[src/rtl/bp_mem_model_delay.sv]
// Response latency counter: loads a fixed or LFSR-derived latency on start and
// raises done on the cycle the wait should end (immediately when the latency is 0).
module bp_mem_model_delay #(
  parameter int max_latency_p     = 5,
  parameter bit use_max_latency_p = 1'b1
) (
  input  logic clk,
  input  logic rst_n,
  input  logic start,
  output logic done
);

  localparam int cnt_w_lp = $clog2(max_latency_p + 2);

  logic [15:0]         lfsr;
  logic [cnt_w_lp-1:0] count;
  logic [cnt_w_lp-1:0] latency;

  always_comb begin
    latency = cnt_w_lp'(max_latency_p);
    if (!use_max_latency_p)
      latency = cnt_w_lp'({16'b0, lfsr} % 32'(max_latency_p + 1));
  end

  assign done = start ? (latency == '0) : (count == cnt_w_lp'(1));

  // The LFSR free-runs so the drawn latency depends on when the command arrives.
  always_ff @(posedge clk or negedge rst_n) begin
    if (!rst_n) begin
      lfsr  <= 16'hACE1;
      count <= '0;
    end else begin
      lfsr <= {lfsr[14:0], lfsr[15] ^ lfsr[13] ^ lfsr[12] ^ lfsr[10]};
      if (start)
        count <= latency;
      else if (count != '0)
        count <= count - cnt_w_lp'(1);
    end
  end

endmodule

[config.mk]
export PLATFORM = sky130hd
export DESIGN_NAME = bp_mem_model_delay
export DESIGN_NICKNAME = d
export VERILOG_FILES = /design/src/rtl/bp_mem_model_delay.sv
export SDC_FILE = /design/constraint.sdc
export NUM_CORES = 1
export LEC_CHECK = 0
export CORE_AREA = 2 2 39 41
export CTS_CLUSTER_SIZE = 40
export DETAILED_ROUTE_END_ITERATION = 10
export DIE_AREA = 0 0 41 43
export GPL_ROUTABILITY_DRIVEN = 0
export MAX_ROUTING_LAYER = met4
export REMOVE_ABC_BUFFERS = 1
export SYNTH_ARGS = -nofsm -noshare
export SYNTH_HDL_FRONTEND = slang
export SYNTH_SLANG_ARGS = --single-unit
[constraint.sdc]
create_clock -name clk -period 1.4 [get_ports clk]
set_input_delay 0.21 -clock clk [delete_from_list [all_inputs] [get_ports clk]]
set_output_delay 0.21 -clock clk [all_outputs]
set_load 0.05 [all_outputs]
# Word-level counts from Yosys, hierarchy flattened
# Cells that the tools add are included.
# classes
addsub	1
multipliers	0
div_mod_pow	0
magnitude_cmp	0
eq_ne	1
shifts	0
muxes	3
bitwise_logic	0
reduce_logical	2
# op_table
operator	count
3-bit 2-to-1 mux	2
3-bit by 1-bit equality test with 1-bit output (second input constant)	1
3-bit nonzero test	1
3-bit by 1-bit subtractor with 3-bit output (second input constant)	1
2-bit nonzero test	1
1-bit 2-to-1 mux	1
# word_totals
register_bits	3
latch_bits	0
ramBits	0
romBits	0
in_bits	3
out_inout_bits	1
wordCells	8
n_memories	0

# Longest topological paths before layout
# Gate-level depths: netlist of run 1.
# depth
ltp_word	3
depth_mapped	4
ltp_nobuf	4

# Least setup slack after synthesis of run 1
# Ideal clock, no wire load.
# synth_path
path_type	register to output
startpoint	register count[1]
endpoint	output port done
t_arrival_ns	1.721
t_required_ns	1.190
slack_ns	-0.531
stages_incl_launch_ff	4
n_path_buf	0
cell_sequence	dfrtp_1 inv_1 ha_1 nor3b_1
# synth_via
elab_chain_cells	2
# synth_lines
item	line	rtl
start: declaration	16	logic [cnt_w_lp-1:0] count;
start signal: assignment	35	count <= latency;
start signal: assignment	37	count <= count - cnt_w_lp'(1);
3-bit by 1-bit equality test with 1-bit output	25	assign done = start ? (latency == '0) : (count == cnt_w_lp'(1));
1-bit 2-to-1 mux	25	
end: declaration	10	output logic done
# No other way between the ends.

# Final worst setup path of run 1
# Same ends and word-level chain as after synthesis.

==> impl_metrics.env, run 1 <==
export IMPL_status="finished with violations"
export IMPL_violations="setup timing"
export IMPL_maxSlewViolCount=0
export IMPL_fin_crit_sh_pct=102.2
export IMPL_clock_skew_ns=0.001809
export IMPL_power_density_nw_per_um2=1121
export IMPL_ios=4
export IMPL_p_clk_share_pct=38.5
export IMPL_p_seq_share_pct=29.6
export IMPL_ys_warn_count=0
export IMPL_drive_above_1_share_pct=46.67
export IMPL_grt_usage_pct=6.811
export IMPL_num_fill_cells=155
export IMPL_yosysUniqueCellTypes=10
export IMPL_largest_registers="count x3"
export IMPL_tightest_slew_ns=0.2180
export IMPL_netSwitchingFraction_pct=28.47
export IMPL_core_area_um2=1384
export IMPL_cts_max_path_buffers=2
export IMPL_setup_ws_ns=-0.03133
export IMPL_internal_power_uw=279.8
export IMPL_max_cap_violations=0
export IMPL_timing_final_setup_violations=1
export IMPL_hold_class="primary input to async pin"
export IMPL_route_detailed_drc=0
export IMPL_finalWirelength_um=396
export IMPL_reg2reg_from="count[1]"
export IMPL_antenna_found_initial=0
export IMPL_startpoint_type="register"
export IMPL_end_kind="output pin"
export IMPL_dieArea_um2=1763
export IMPL_gr_total_overflow=0
export IMPL_fmax_mhz=698.7
export IMPL_worst_setup_path_type="register to output pin"
export IMPL_finalNetCount=37
export IMPL_h_tree_depth=1
export IMPL_drtIter0Drc=1
export IMPL_required_ns=1.19
export IMPL_area_growth_pct=73.29
export IMPL_cp_max_fo=2
export IMPL_syn_avg_cell_area_um2=11.19
export IMPL_r2r_cells=6
export IMPL_numPortBuffers=3
export IMPL_r2r_end="count[1]"
export IMPL_synthCells=18
export IMPL_num_rows=14
export IMPL_hold_viol=0
export IMPL_clk_latency_ns=0.23
export IMPL_wl_per_cell_um=8.609
export IMPL_final_cells=46
export IMPL_clk_pin_slew_ns=0.04
export IMPL_r2r_setup_slack_ns=0.07
export IMPL_ir_worst_vdd_mv=0.3331
export IMPL_yosysTopAreaCell="dfrtp_1"
export IMPL_synth_area_leaders="dfrtp_1, ha_1, nor3b_1"
export IMPL_antenna_left=0
export IMPL_final_area_um2=349.1
export IMPL_fin_util_pct=25.23
export IMPL_comb_power_share_pct=31.9
export IMPL_p_switching_uw=111.4
export IMPL_ys_top_cells_by_count="dfrtp_1, ha_1, inv_1, nor3b_1"
export IMPL_slew_headroom_pct=85.43
export IMPL_synth_top_area_share_pct=37.27
export IMPL_synth_edf_count=0
export IMPL_clock_sinks=3
export IMPL_rsz0062_at_grt="true"
export IMPL_synthArstFlopShare_pct=100.0
export IMPL_cts_tree="built"
export IMPL_regMostFlops="count"
export IMPL_avgViaCountPerCell=3.783
export IMPL_yosysSeqAreaShare_pct=37.27
export IMPL_largest_reg_flops=3
export IMPL_placed_area_um2=276.5
export IMPL_hpwl_um=246.9
export IMPL_synth_seq_cells=3
export IMPL_p_leak_nw=0.1605
export IMPL_grt_pass1_wl_um=710
export IMPL_cts_buffers=3
export IMPL_grt_max_degree=6
export IMPL_initial_core_util_pct=14.56
export IMPL_die_w_um=41
export IMPL_diodes=0
export IMPL_place_inst=39
export IMPL_num_vias=174
export IMPL_synthFlopType="dfrtp_1"
export IMPL_finalCriticalPeriod_ns=1.431
export IMPL_die_y_um=43
export IMPL_grt_pass1_vias=183
export IMPL_synthesis_area_um2=201.4
export IMPL_first_pass_iters=2
export IMPL_cts_root_buf="clkbuf_4"
export IMPL_worstPathArrival_ns=1.22
## per-layer routing
metal | global-route usage, % | vias to the layer above | wire [um]
met5 | - | - | 0
met4 | 8.000 | 0 | 11
met3 | 3.141 | 2 | 22
met2 | 8.438 | 6 | 209
met1 | 6.818 | 83 | 153
li1 | - | 83 | -
## critical path: stages (launching register included)
cell and delay [ns]:
dfrtp_1 0.38, inv_2 0.08, ha_4 0.11, nor3b_4 0.15, buf_4 0.14, buf_12 0.12
## power by group through the flow
stage	clock network [mW]	registers (mW)	logic, mW
floorplan	0	0.110	0.0603
global placement	0	0.113	0.0897
detailed placement	0	0.113	0.0916
CTS	0.161	0.113	0.112
global route	0.167	0.117	0.137
finish	0.151	0.116	0.125
## repair_timing
| action | in CTS | in global routing |
|---|---|---|
| setup endpoints to repair | 1 | 1 |
| buffers inserted | 2 | 1 |
| pin swaps | 1 | 2 |
| resized for setup | 4 | 1 |
| hold buffers | 0 | 0 |
## cell usage in the layout, fill, tap and decap left out, drive strengths merged
cell type,instances
nor2b,1
buf,6
nor3b,3
mux2i,1
clkdlybuf4s50,2
nor2,1
clkbuf,4
nand2b,1
a211oi,1
inv,3
ha,3
dfrtp,3
a211o,1
## logic make-up (layout without fill, tap and decap cells)
| kind of cell | count (synthesis) | count (layout) | share of synthesized area, % |
|---|---|---|---|
| adders and majority gates | 3 | 3 | 18.64 |
| AOI/OAI and AO/OA | 2 | 2 | 10.56 |
| muxes | 1 | 1 | 4.969 |
| and+or+nand+nor | 6 | 6 | 22.98 |
| buffers and inverters | 3 | 15 | 5.590 |
| DFF | 3 | 3 | 37.27 |
## worst max path at each step
stage           end  depth (start not counted)  slack (ns)      from
3_3_place_gp   done                          4        0.07     start
2_1_floorplan  done                          3       -0.53  count[1]
5_1_grt        done                          5       -0.09  count[1]
3_5_place_dp   done                          4        0.08     start
4_1_cts        done                          5       -0.03  count[1]
6_report       done                          5       -0.03  count[1]
## stage by stage
stage	power (mW)	hold WS [ns]	worst slack (ns)	setup TNS (ns)
2_1_floorplan	0.1702	-0.08559	-0.5313	-0.5313
3_3_place_gp	0.2024	0.4002	0.07212	0
3_5_place_dp	0.2042	0.4012	0.08111	0
4_1_cts	0.3854	0.1489	-0.02736	-0.02736
5_1_grt	0.4211	0.1571	-0.08978	-0.08978
6_report	0.3912	0.1565	-0.03133	-0.03133
## area by class of cell
| class | instances | area (um^2) | area share [%] |
|---|---|---|---|
| multi-input cells | 12 | 138.9 | 39.78 |
| clock buffers | 4 | 26.28 | 7.527 |
| well taps | 16 | 20.02 | 5.735 |
| repair buffers | 8 | 77.57 | 22.22 |
| inverters | 3 | 11.26 | 3.226 |
| flip-flops and latches | 3 | 75.07 | 21.51 |
Note: power is estimated with default switching activity, not from simulation.
==> run 2, diff against run 1 <==
--- a/config.mk
+++ b/config.mk
@@ -12,6 +12,7 @@
 export GPL_ROUTABILITY_DRIVEN = 0
 export MAX_ROUTING_LAYER = met4
 export REMOVE_ABC_BUFFERS = 1
+export SLEW_MARGIN = 20
 export SYNTH_ARGS = -nofsm -noshare
 export SYNTH_HDL_FRONTEND = slang
 export SYNTH_SLANG_ARGS = --single-unit
==> results of run 2 <==
Same layout as run 1: the final DEF is identical, and so are final timing and power.
